$ cat src/rtl/pm_access_arb.sv
// pm_access_arb
// Arbiter and sequencer for the single-port program memory (PM).
// The CPU fetch path owns the PM port by default. A loader/debug port can
// borrow it for bounded bursts. The CPU is stalled while the loader owns the port.
//
// Optional feature macro: PM_ARB_WPROT_EN
//   When it is defined, a loader write at or above PROT_BASE is refused.
//   A refused write is still acknowledged, with ldr_err_o=1.
//
// Ports
//   clk_i, rst_i   clock; asynchronous active-high reset
//   cpu_addr_i     CPU fetch address, held by the CPU while stalled
//   cpu_stall_o    CPU must freeze fetch/PC
//   ldr_req_i      loader request, held until ldr_ack_o
//   ldr_we_i       loader direction (1 = write)
//   ldr_addr_i     loader word address
//   ldr_data_i     loader write data
//   ldr_ack_o      one-cycle completion pulse
//   ldr_err_o      with ack: the write was refused
//   ldr_data_o     registered read data, updated at the end of the ack cycle
//   pm_addr_o      PM address
//   pm_we_o        PM write enable
//   pm_data_o      PM write data
//   pm_data_i      PM read data, valid one cycle after the address edge
//   dbg_state_o    current FSM state (debug observation)
//
// Loader handshake
//   The loader raises ldr_req_i with stable ldr_we_i, ldr_addr_i and ldr_data_i.
//   It keeps them stable until it sees ldr_ack_o. An access completes on the
//   single cycle in which ldr_ack_o=1.
//   In the following WAIT cycle the loader can either:
//     - present the next request, which continues the burst, or
//     - drop ldr_req_i.
//   Dropping the request before the ack is not supported.

module pm_access_arb #(
  parameter int ADDR_W    = 13,
  parameter int WORD_SIZE = 16,
  parameter int MAX_BURST = 8,
  parameter int PROT_BASE = 1720
) (
  input  logic                 clk_i,
  input  logic                 rst_i,
  input  logic [ADDR_W-1:0]    cpu_addr_i,
  output logic                 cpu_stall_o,
  input  logic                 ldr_req_i,
  input  logic                 ldr_we_i,
  input  logic [ADDR_W-1:0]    ldr_addr_i,
  input  logic [WORD_SIZE-1:0] ldr_data_i,
  output logic                 ldr_ack_o,
  output logic                 ldr_err_o,
  output logic [WORD_SIZE-1:0] ldr_data_o,
  output logic [ADDR_W-1:0]    pm_addr_o,
  output logic                 pm_we_o,
  output logic [WORD_SIZE-1:0] pm_data_o,
  input  logic [WORD_SIZE-1:0] pm_data_i,
  output logic [2:0]           dbg_state_o
);

  typedef enum logic [2:0] {
    S_IDLE    = 3'd0,
    S_ACCESS  = 3'd1,
    S_DONE    = 3'd2,
    S_WAIT    = 3'd3,
    S_RESTORE = 3'd4
  } state_t;

  localparam logic [7:0] BURST_MAX = 8'(MAX_BURST);

  state_t               r_state;
  state_t               w_next;
  logic [7:0]           r_burst;
  logic                 r_guard;
  logic [WORD_SIZE-1:0] r_rdata;
  logic                 w_prot;
  logic                 w_ldr_owns;

`ifdef PM_ARB_WPROT_EN
  localparam logic [ADDR_W-1:0] PROT_BASE_A = ADDR_W'(PROT_BASE);
  logic r_err;

  // Only writes into the bootloader region are refused.
  assign w_prot = ldr_we_i && (ldr_addr_i >= PROT_BASE_A);

  // Capture the refusal during ACCESS so that it is reported with the ack.
  always_ff @(posedge clk_i or posedge rst_i) begin
    if (rst_i) begin
      r_err <= 1'b0;
    end else if (r_state == S_ACCESS) begin
      r_err <= w_prot;
    end
  end

  assign ldr_err_o = (r_state == S_DONE) && r_err;
`else
  assign w_prot    = 1'b0;
  assign ldr_err_o = 1'b0;
`endif

  // State register
  always_ff @(posedge clk_i or posedge rst_i) begin
    if (rst_i) begin
      r_state <= S_IDLE;
    end else begin
      r_state <= w_next;
    end
  end

  // Next-state logic
  always_comb begin
    w_next = r_state;
    unique case (r_state)
      S_IDLE:    if (ldr_req_i && !r_guard) w_next = S_ACCESS;
      S_ACCESS:  w_next = S_DONE;
      S_DONE:    w_next = S_WAIT;
      S_WAIT:    w_next = (ldr_req_i && (r_burst < BURST_MAX)) ? S_ACCESS : S_RESTORE;
      S_RESTORE: w_next = S_IDLE;
      default:   w_next = S_IDLE;
    endcase
  end

  // Burst counter, guard and read-data capture.
  // The guard is set by RESTORE and holds off a grant for one IDLE cycle.
  // This gives the CPU at least one unstalled fetch between two loader grants.
  always_ff @(posedge clk_i or posedge rst_i) begin
    if (rst_i) begin
      r_burst <= '0;
      r_guard <= 1'b0;
      r_rdata <= '0;
    end else begin
      unique case (r_state)
        S_IDLE: begin
          r_guard <= 1'b0;
          if (ldr_req_i && !r_guard) r_burst <= '0;
        end
        S_DONE: begin
          r_burst <= r_burst + 8'd1;
          r_rdata <= pm_data_i;
        end
        S_RESTORE: r_guard <= 1'b1;
        default: ;
      endcase
    end
  end

  // The loader address is presented from ACCESS through WAIT.
  // In RESTORE the port switches back to the CPU address while the stall is
  // still high. The PM then re-reads the CPU's held fetch, and that data is
  // valid in the first IDLE cycle.
  assign w_ldr_owns = (r_state == S_ACCESS) || (r_state == S_DONE) || (r_state == S_WAIT);
  assign pm_addr_o  = w_ldr_owns ? ldr_addr_i : cpu_addr_i;

  // Gating with rst_i removes the write enable combinationally as soon as
  // reset asserts.
  assign pm_we_o     = (r_state == S_ACCESS) && ldr_we_i && !w_prot && !rst_i;
  assign pm_data_o   = ldr_data_i;
  assign cpu_stall_o = (r_state != S_IDLE);
  assign ldr_ack_o   = (r_state == S_DONE);
  assign ldr_data_o  = r_rdata;
  assign dbg_state_o = r_state;

endmodule

$ cat config.mk
export PLATFORM = sky130hd
export DESIGN_NAME = pm_access_arb
export DESIGN_NICKNAME = d
export VERILOG_FILES = /design/src/rtl/pm_access_arb.sv
export SDC_FILE = /design/constraint.sdc
export NUM_CORES = 1
export LEC_CHECK = 0
export CAP_MARGIN = 15
export CORE_MARGIN = 2
export CORE_UTILIZATION = 30
export CTS_BUF_LIST = sky130_fd_sc_hd__clkbuf_2 sky130_fd_sc_hd__clkbuf_4 sky130_fd_sc_hd__clkbuf_8
export DETAILED_ROUTE_END_ITERATION = 8
export PLACE_DENSITY = 0.72
export SYNTH_ARGS = -nofsm -noshare
export SYNTH_HDL_FRONTEND = slang
export SYNTH_SLANG_ARGS = --single-unit
$ cat constraint.sdc
create_clock -name clk_i -period 2.33 [get_ports clk_i]
set_input_delay 0.699 -clock clk_i [delete_from_list [all_inputs] [get_ports clk_i]]
set_output_delay 0.699 -clock clk_i [all_outputs]
set_load 0.02 [all_outputs]
# [Word-level counts from Yosys, hierarchy flattened]
# Cells that the tools add are included.
[word_totals] ff_bits=28 input_bits=62 output_inout_bits=52 elab_cells=31
[op_classes] n_addsub=1 order_cmp=1 n_eq_ne=5 mux=7 reduce_logical=13
[ops] op="$pmux W8 S2" n=1
[ops] op="$mux W13" n=1
[ops] op="$pmux W3 S4" n=1
[ops] op="$add A8 B1 Y8 const B" n=1
[ops] op="$lt A8 B4 Y1 const B" n=1
[ops] op="$mux W8" n=1
[ops] op="$eq A3 B2 Y1 const B" n=2
[ops] op="$mux W3" n=2
[ops] op="$logic_and A1 B1 Y1" n=4
[ops] op="$reduce_bool A2 Y1" n=2
[ops] op="$eq A3 B1 Y1 const B" n=1
[ops] op="$eq A3 B3 Y1 const B" n=1
[ops] op="$logic_not A3 Y1" n=1
[ops] op="$reduce_bool A3 Y1" n=1
[ops] op="$logic_not A1 Y1" n=2
[ops] op="$logic_or A1 B1 Y1" n=2
[ops] op="$ne A2 B2 Y1 const B" n=1
[ops] op="$pmux W1 S2" n=1
[ops] op="$reduce_and A2 Y1" n=1

# [Longest topological paths before layout]
# Gate-level depths: netlist of the first run.
[depth] word_depth=4 ltp_mapped=6 mapped_depth_nobuf=5

# [Least setup slack after synthesis of the first run]
# OpenSTA, ideal clock, no wires.
[synth_path] path_type="flip-flop to output port" start="reg r_state[0], in the netlist dbg_state_o[0]" end="out pm_addr_o[10]" arrival_time_ns=1.557 t_required_ns=1.631 setup_slack_ns=0.074 path_stages_with_launch=7 n_path_buf=3 path_cell_list="dfrtp_1 > buf_4 > nor2_1 > or2_1 > buf_2 > buf_6 > mux2_1"
[synth_between] elab_chain_cells=4 elab_cells_between_ends=6 classes_between="eq/ne: 3; mux: 1; reduce/logical: 2"
[synth_lines] item="from (decl)" line="70" text="state_t r_state;"
[synth_lines] item="from (signal assigned)" line="105" text="r_state <= w_next;"
[synth_lines] item="$eq A3 B1 Y1 / $eq A3 B2 Y1 (equally long branches)" line="150" text="assign w_ldr_owns = (r_state == S_ACCESS) || (r_state == S_DONE) || (r_state == S_WAIT);"
[synth_lines] item="$logic_or A1 B1 Y1" line="150"
[synth_lines] item="$logic_or A1 B1 Y1 (*)" line="150"
[synth_lines] item="$mux W13 (*)" line="151" text="assign pm_addr_o = w_ldr_owns ? ldr_addr_i : cpu_addr_i;"
[synth_lines] item="to (decl)" line="53" text="output logic [ADDR_W-1:0] pm_addr_o,"
# Mark *: on every way between the ends. The rest lies on a longest branch, timed or not.

# [Final worst setup path of the first run]
[layout_path] start="reg r_state[2], in the netlist dbg_state_o[2]" end="out pm_addr_o[7]"
# The elaborated chain is that of the path after synthesis.

==> results.yml, run 1 <==
place:
  hpwl_um: 2950
  gp_congestion: 0.781
  io_buffers: 80
  place_ws_ns: -0.373
  dp.cells: 299
sta:
  hold_viol: 0
  min_period_ns: 2.30
  max_freq_mhz: 435
  fin_tns_setup_ns: 0
  rsz0062_at_grt: "true"
  drv_slew: 0
  setup-violations-final: 0
  fin_ws_ns: 0.0334
  skew_ns: 0.00586
  timing.final.crit_share_pct: 98.6
drt:
  drc: 0
  vias: 1372
  antenna_left: 0
  wl_per_cell_um: 12.9
  drt-pass1-iter-count: 4
  avgViaCountPerCell: 4.48
  drt_iter0_markers: 22
  wirelength_um: 3940
worst_setup_path:
  cp-startpoint: "dbg_state_o[2]"
  startpoint_type: "flop"
  crit_type: "flop to output pin"
  critPathMaxStageDelay_ns: 0.42
  crit_slowest_cell: "dfrtp_1"
  required_ns: 1.63
  arrival_ns: 1.60
  crit_chain: "or2_4 -> clkbuf_16 -> mux2_1 -> buf_6"
  cp_max_fo: 6
  critPathCaptureType: "output pin"
  r2r-start: "dbg_state_o[2]"
worst_hold_path:
  hp-start: "ldr_data_o[13]"
  min-delay-path-class: "flop to flop"
clock_tree:
  hold_buffers: 0
  cts_sinks: 28
  cts_made_buffers: 3
  clk_pin_slew_ns: 0.09
  clkLatencyLatePin_ns: 0.27
  cts_tree: "done"
  cts-root-buf: "clkbuf_8"
  htree_num_levels: 1
  cts.path.max_buffers: 2
floorplan:
  ios: 114
  start_util_pct: 30.6
  die_w_um: 75.5
  rows: 26
  dieArea_um2: 5700
  die_y_um: 75.5
  core_area_um2: 5010
yosys:
  syn-cell-area_um2: 1530
  ys.flop_type: "dfrtp_1"
  ys_warn_count: 0
  synth_seq_area_share_pct: 45.7
  synth_largest_area_cell: "dfrtp_1"
  async_flop_share_pct: 100
  synth_cells: 166
  ys_types: 30
  synth_seq_cells: 28
  synth_edf_count: 0
  synth_top_cell_area_share_pct: 45.7
  synthTopCellsByArea: "dfrtp_1 (46%), nand2_1 (13%), buf_4 (10%)"
  avgSynthCellArea_um2: 9.24
  synth_nets: 229
power:
  p_total_mw: 2.98
  peakVddDrop_mv: 0.852
  powerDensity_nw_per_um2: 1250
  p_leak_nw: 1.11
finish:
  diodes: 0
  layout-drive-gt1-share_pct: 20.3
  syn_to_final_growth_pct: 55.3
  nets: 300
  final-instance-count-excl-fill: 306
  fill_cells: 518
global_routing:
  grt-ovfl-total: 0
  grt_pass1_wl_um: 5920
  grt_util_all_layers_pct: 13.6
  grt_pass1_vias: 1322
  grt_max_degree: 29
  antenna_found_initial: 0
run:
  max_cap_violations: 0
status:
  status: "finished, final reports clean"
==> routing by layer <==
layer	part of all wire, %	vias up	track usage (%)
met5	0	-	0
met4	0.48	0	2.34
met3	13	2	3.97
met2	51	71	25.5
met1	36	636	15.4
li1	-	663	-
==> state kept, by name, indices dropped and copies added (netlist names) <==
register / flops
r_burst: 8
ldr_data_o: 16
dbg_state_o: 3
r_guard: 1
==> cell usage after synthesis (all sizes together), types with 2 or more instances <==
cell type and instances:
inv 2, o21ai 10, nand4 3, mux2 14
nand2 55, nor2 6, buf 26, nand3b 2
and3 2, dfrtp 28, nand3 3
==> power breakdown <==
| part | switching [mW] | leakage [nW] | internal [mW] | total (mW) |
|---|---|---|---|---|
| sequential | 0.105 | 0.357 | 0.677 | 0.781 |
| combinational | 0.956 | 0.720 | 0.946 | 1.90 |
| clock | 0.144 | 0.0288 | 0.151 | 0.295 |
| total | 1.20 | 1.11 | 1.77 | 2.98 |
==> layout by cell type, fill, tap and decap left out, types with 2 or more instances in the layout <==
cell type,n
nor2_1,5
buf_2,8
nand4_1,2
and3_1,2
o21ai_0,10
mux2_2,8
buf_4,10
nand2_1,55
mux2_1,4
nand3b_1,2
clkdlybuf4s50_1,64
buf_6,6
inv_1,2
clkbuf_8,4
dfrtp_1,28
nand3_1,3
mux2_4,2
==> timing repair <==
| action | 4_1_cts | 5_1_grt |
|---|---|---|
| hold endpoints to repair | 0 | 0 |
| resized for setup | 59 | 17 |
| pin swaps | 1 | 2 |
| setup endpoints to repair | 16 | 14 |
| gates cloned | 0 | 1 |
| setup buffers | 0 | 2 |
==> final cells by class <==
cell class / instances / area, um^2 / share of cell area [%]
Tap cell: 70 / 87.6 / 3.68
Inverter: 3 / 16.3 / 0.683
Timing Repair Buffer: 92 / 882 / 37.0
Sequential cell: 28 / 701 / 29.4
Clock buffer: 4 / 55.1 / 2.31
Multi-Input combinational cell: 109 / 641 / 26.9
==> final timing paths <==
| path | end | slack, ns | cells after the start |
|---|---|---|---|
| worst max-delay path | pm_addr_o[7] | 0.03 | 4 |
| worst min-delay path | ldr_data_o[13] | 0.48 | 2 |
| worst max register to register | r_burst[7] | 0.47 | 7 |
| worst min register to register | ldr_data_o[13] | 0.48 | 2 |
| max in group asynchronous | ldr_data_o[9] | 1.24 | 3 |
| min in group asynchronous | ldr_data_o[4] | 0.82 | 3 |
==> per-stage QoR <==
stage                     util (%)  area [um^2]  hold WS [ns]
final                         47.6         2380         0.478
after global routing          47.6         2380         0.517
after CTS                     45.9         2300         0.485
after detailed placement      46.2         2310         0.461
after global placement        46.2         2310         0.457
after floorplan                  -         1530         0.462
==> kinds of logic after synthesis <==
logic type | synth area share (%)
simple gates | 22.9
fa+ha+maj | 0.816
compound gates | 6.12
flops | 45.7
buf+inv | 13.4
other cells | 0.244
xor+xnor | 0.571
mux | 10.3
==> critical path, delay by kind of cell (launching register included) <==
kind,cells,cell delay [ns]
flops,1,0.42
mux,1,0.32
simple gates,1,0.29
buf+inv,2,0.30
(Power assumes the default switching activity.)
==> run 2, diff against run 1 <==
- SKIP_LAST_GASP: default -> 1
==> run 2 against run 1 <==
Net effect: critical path depth stayed put; die area stayed put; final cell count stayed put; first-iteration DRC count is the same; worst setup slack improved by 0.0022 ns; sequential power about the same; highest routed layer unchanged; clock skew stayed put; cell area decreased by 0.31%; non-clock buffer count stayed put; global-route usage stayed put; register-to-register slack is essentially flat.
==> results.yml, run 2 (synthesis gave the netlist of run 1 again) <==
worst_setup_path:
  critPathMaxStageDelay_ns: 0.42
  r2r_end: "r_burst[7]"
  crit_chain: "or2_4 -> clkbuf_16 -> mux2_1 -> buf_6"
  arrival_ns: 1.60
  r2r-start: "dbg_state_o[2]"
  critical_path.endpoint: "pm_addr_o[7]"
  cp_max_fo: 6
  crit_slowest_cell: "dfrtp_1"
  r2r.worst_path.cells: 7
  r2r_setup_slack_ns: 0.47
  cp-startpoint: "dbg_state_o[2]"
  required_ns: 1.63
  critPathCaptureType: "output pin"
  startpoint_type: "flop"
  crit_type: "flop to output pin"
floorplan:
  ios: 114
  die_w_um: 75.5
  dieArea_um2: 5700
  die_y_um: 75.5
  start_util_pct: 30.6
  rows: 26
  core_area_um2: 5010
clock_tree:
  htree_num_levels: 1
  clk_pin_slew_ns: 0.09
  clkLatencyLatePin_ns: 0.27
  cts_sinks: 28
  cts-root-buf: "clkbuf_8"
  cts.path.max_buffers: 2
  cts_made_buffers: 3
  cts_tree: "done"
drt:
  wirelength_um: 3930
  drt_iter0_markers: 22
  wl_per_cell_um: 12.8
  antenna_left: 0
  avgViaCountPerCell: 4.48
  drt-pass1-iter-count: 4
  drc: 0
  vias: 1372
finish:
  ff_latch_area_um2: 701
  nets: 300
  final-instance-count-excl-fill: 306
  layout-drive-gt1-share_pct: 19.5
  multi_input_area_um2: 633
  diodes: 0
  final_common_cell: "clkdlybuf4s50_1"
  fill_cells: 518
  syn_to_final_growth_pct: 54.8
  layout_common_cells: "clkdlybuf4s50_1 (64), nand2_1 (55), dfrtp_1 (28)"
  largest_reg_flops: 16
global_routing:
  grt-ovfl-total: 0
  antenna_found_initial: 0
  grt_pass1_vias: 1322
  grt_max_degree: 29
  grt_util_all_layers_pct: 13.6
  grt_pass1_wl_um: 5920
place:
  gp_congestion: 0.781
  dp.cells: 299
  hpwl_um: 2950
  io_buffers: 80
run:
  max_cap_violations: 0
sta:
  hold_viol: 0
  timing.final.crit_share_pct: 98.5
  hold_ws_ns: 0.478
  setup-violations-final: 0
  fin_tns_setup_ns: 0
  rsz0062_at_grt: "true"
  min_period_ns: 2.29
  drv_slew: 0
  max_freq_mhz: 436
  skew_ns: 0.00586
power:
  p_leak_nw: 1.10
  powerDensity_nw_per_um2: 1250
  peakVddDrop_mv: 0.852
worst_hold_path:
  min_path_cells: 2
  min-delay-path-class: "flop to flop"
status:
  status: "finished, final reports clean"
==> run 2: cell count changes in the layout (fill, tap and decap cells not counted) <==
cell and change:
buf_2 -1, mux2_1 +2, clkbuf_2 +1, mux2_4 -2
==> run 2: worst min-delay path by stage <==
stage                   startpoint  slack (ns)              to
floorplan               r_burst[2]        0.46      r_burst[2]
global placement     ldr_data_o[6]        0.46   ldr_data_o[6]
detailed placement   ldr_data_o[6]        0.46   ldr_data_o[6]
CTS                  ldr_data_o[6]        0.48   ldr_data_o[6]
global route         ldr_data_o[9]        0.52   ldr_data_o[9]
finish              ldr_data_o[13]        0.48  ldr_data_o[13]
==> run 2: layer usage <==
| metal | vias up | part of all wire (%) | track usage (%) |
|---|---|---|---|
| met5 | - | 0 | 0 |
| met2 | 71 | 51 | 25.5 |
| li1 | 663 | - | - |
| met3 | 2 | 13 | 3.97 |
| met4 | 0 | 0.48 | 2.34 |
| met1 | 636 | 36 | 15.4 |
==> run 2: per-stage QoR <==
step                power [mW]  instance area [um^2]  setup slack, ns  utilization, %
floorplan                 1.89                  1530           0.0740               -
global placement          2.62                  2310           -0.350            46.2
detailed placement        2.65                  2310           -0.373            46.2
CTS                       2.84                  2300          -0.0980            45.9
global route              3.21                  2370          -0.0288            47.4
finish                    2.96                  2370           0.0355            47.4
==> run 2: worst max-delay path: cells and delay by family, from the launching register on <==
kind / cells / cell delay [ns]
DFF: 1 / 0.42
muxes: 1 / 0.32
and+or+nand+nor: 1 / 0.29
buffers and inverters: 2 / 0.30
==> run 2: layout make-up <==
type,count,area share (%)
Clock buffer,4,2.32
Inverter,3,0.685
Multi-Input combinational cell,109,26.7
Sequential cell,28,29.5
Tap cell,70,3.69
Timing Repair Buffer,92,37.1
==> run 2: what timing repair did <==
| item | 4_1_cts | 5_1_grt |
|---|---|---|
| setup buffers | 0 | 2 |
| hold buffers | 0 | 0 |
| resized for setup | 56 | 17 |
| pin swaps | 1 | 2 |
| endpoints found under the setup margin | 16 | 15 |
| cloned | 0 | 1 |
==> run 2: power by group <==
part	total (mW)	switching, mW	internal [mW]
logic	1.88	0.952	0.932
clock network	0.295	0.144	0.151
registers	0.781	0.105	0.677
total	2.96	1.20	1.76
==> run 3, diff against run 2 <==
- CAP_MARGIN: 15 -> 25
- SETUP_SLACK_MARGIN: default -> 0.05
==> run 3 against run 2 <==
Net effect: combinational power grew 9%; critical path depth is the same; non-clock buffer count is the same; hold slack better by 0.0011 ns; worst setup slack better by 0.023 ns; clock skew shrank 0.0025 ns; die area unchanged; utilization is 1.4 points higher; count of clock-buffer cells in the layout is the same; critical endpoint is now pm_addr_o[9]; largest cell class unchanged; largest power group unchanged.
==> results.yml, run 3 (synthesis gave the netlist of run 1 again) <==
worst_hold_path:
  holdPathEnd: "ldr_data_o[13]"
  min_path_cells: 2
  hp-start: "ldr_data_o[13]"
  min-delay-path-class: "flop to flop"
power:
  powerDensity_nw_per_um2: 1270
  internal_power_mw: 1.87
  pwr-share-comb_pct: 65.3
  clock_power_share_pct: 9.6
  p_leak_nw: 1.15
  peakVddDrop_mv: 0.864
  p_switching_mw: 1.24
  p_sw_share_pct: 39.9
  p_seq_share_pct: 25.0
sta:
  fin_ws_ns: 0.0583
  skew_ns: 0.00334
  hold_viol: 0
  min_period_ns: 2.27
  setup-violations-final: 0
  max_freq_mhz: 440
  rsz0062_at_grt: "true"
  timing.final.crit_share_pct: 97.5
  drv_slew: 0
finish:
  fill_cells: 510
  postLayoutCoreUtil_pct: 48.8
  layout_common_cells: "clkdlybuf4s50_1 (62), nand2_1 (55), dfrtp_1 (28)"
  final-instance-count-excl-fill: 306
  nets: 300
  layout-drive-gt1-share_pct: 21.6
  syn_to_final_growth_pct: 59.3
  largest_reg_flops: 16
  diodes: 0
  finalInstanceArea_um2: 2440
  final_common_cell: "clkdlybuf4s50_1"
worst_setup_path:
  required_ns: 1.63
  critPathCaptureType: "output pin"
  cp_max_fo: 7
  r2r.worst_path.cells: 8
  crit_chain: "or2_4 -> buf_12 -> mux2_1 -> buf_6"
  crit_type: "flop to output pin"
  r2r_setup_slack_ns: 0.40
  r2r-start: "dbg_state_o[1]"
  critPathMaxStageDelay_ns: 0.41
  arrival_ns: 1.57
  startpoint_type: "flop"
  crit_slowest_cell: "dfrtp_1"
  cpLargestDelayFamily: "flip-flops"
  cp_num_buf_inv: 2
  r2r_end: "r_burst[7]"
drt:
  top_layer: "met4"
  wl_met3_um: 499
  wirelength_um: 4040
  m1WireLength_um: 1450
  wl_per_cell_um: 13.2
  antenna_left: 0
  vias: 1359
  drc: 0
  routed-wl-met2_um: 2070
  drt-pass1-iter-count: 3
  drt_iter0_markers: 22
  avgViaCountPerCell: 4.44
global_routing:
  grt_pass1_vias: 1333
  grt-ovfl-total: 0
  grt_util_all_layers_pct: 14.0
  grt_max_degree: 29
  antenna_found_initial: 0
  grt_pass1_wl_um: 6080
place:
  io_buffers: 80
  dp.cells: 299
  hpwl_um: 2950
  place_area_um2: 2310
  gp_congestion: 0.781
  place_ws_ns: -0.373
clock_tree:
  cts_sinks: 28
  clk_pin_slew_ns: 0.09
  cts_made_buffers: 3
  cts-root-buf: "clkbuf_8"
  clkLatencyLatePin_ns: 0.27
  cts_tree: "done"
  htree_num_levels: 1
  cts.path.max_buffers: 2
floorplan:
  rows: 26
  ios: 114
  die_w_um: 75.5
  core_area_um2: 5010
  dieArea_um2: 5700
  die_y_um: 75.5
  start_util_pct: 30.6
run:
  max_cap_violations: 0
status:
  status: "finished, final reports clean"
[run 3: power by group through the flow]
stage	Combinational (mW)	Clock, mW	Sequential [mW]
5_1_grt	2.22	0.333	0.809
3_5_place_dp	1.86	0	0.786
3_3_place_gp	1.84	0	0.781
2_1_floorplan	0.912	0	0.974
4_1_cts	1.93	0.307	0.779
6_report	2.04	0.300	0.780
[run 3: how the worst max path moves through the flow]
stage	startpoint	to	slack, ns	cells past startpoint
floorplan	dbg_state_o[0]	pm_addr_o[10]	0.07	6
global placement	rst_i	pm_we_o	-0.35	4
detailed placement	rst_i	pm_we_o	-0.37	4
CTS	rst_i	pm_we_o	-0.1	4
global route	dbg_state_o[2]	pm_addr_o[9]	-0.009	4
finish	dbg_state_o[2]	pm_addr_o[9]	0.06	4
[run 3: final cells by class]
type	count	area [um^2]	share of cell area, %
Timing Repair Buffer	92	921	37.7
Sequential cell	28	701	28.7
Multi-Input combinational cell	109	663	27.1
Tap cell	70	87.6	3.58
Clock buffer	4	55.1	2.25
Inverter	3	16.3	0.666
[run 3: worst reg2reg max path, delay by kind of cell, from the launching register on]
| family | cells | cell delay [ns] |
|---|---|---|
| buf+inv | 4 | 0.58 |
| compound gates | 2 | 0.28 |
| flops | 1 | 0.37 |
| simple gates | 2 | 0.59 |
[run 3: per-stage QoR]
stage	total power, mW	TNS (ns)	hold WS [ns]
6_report	3.11	0	0.479
5_1_grt	3.36	-0.0109	0.517
4_1_cts	3.01	-0.308	0.485
3_5_place_dp	2.65	-4.21	0.461
3_3_place_gp	2.62	-4.08	0.457
2_1_floorplan	1.89	0	0.462
[run 3: timing repair]
item / in CTS / in global routing
gates resized for setup: 62 / 41
setup buffers: 2 / 2
cloned: 1 / 0
hold buffers: 0 / 0
endpoints found under the setup margin: 16 / 16
endpoints found under the hold margin: 0 / 0
pin swaps: 1 / 3
[run 3: metal layers]
| metal | GRT usage [%] | vias up |
|---|---|---|
| met5 | 0 | - |
| met4 | 2.34 | 0 |
| met3 | 3.97 | 2 |
| met2 | 27.1 | 71 |
| met1 | 15.4 | 625 |
| li1 | - | 661 |
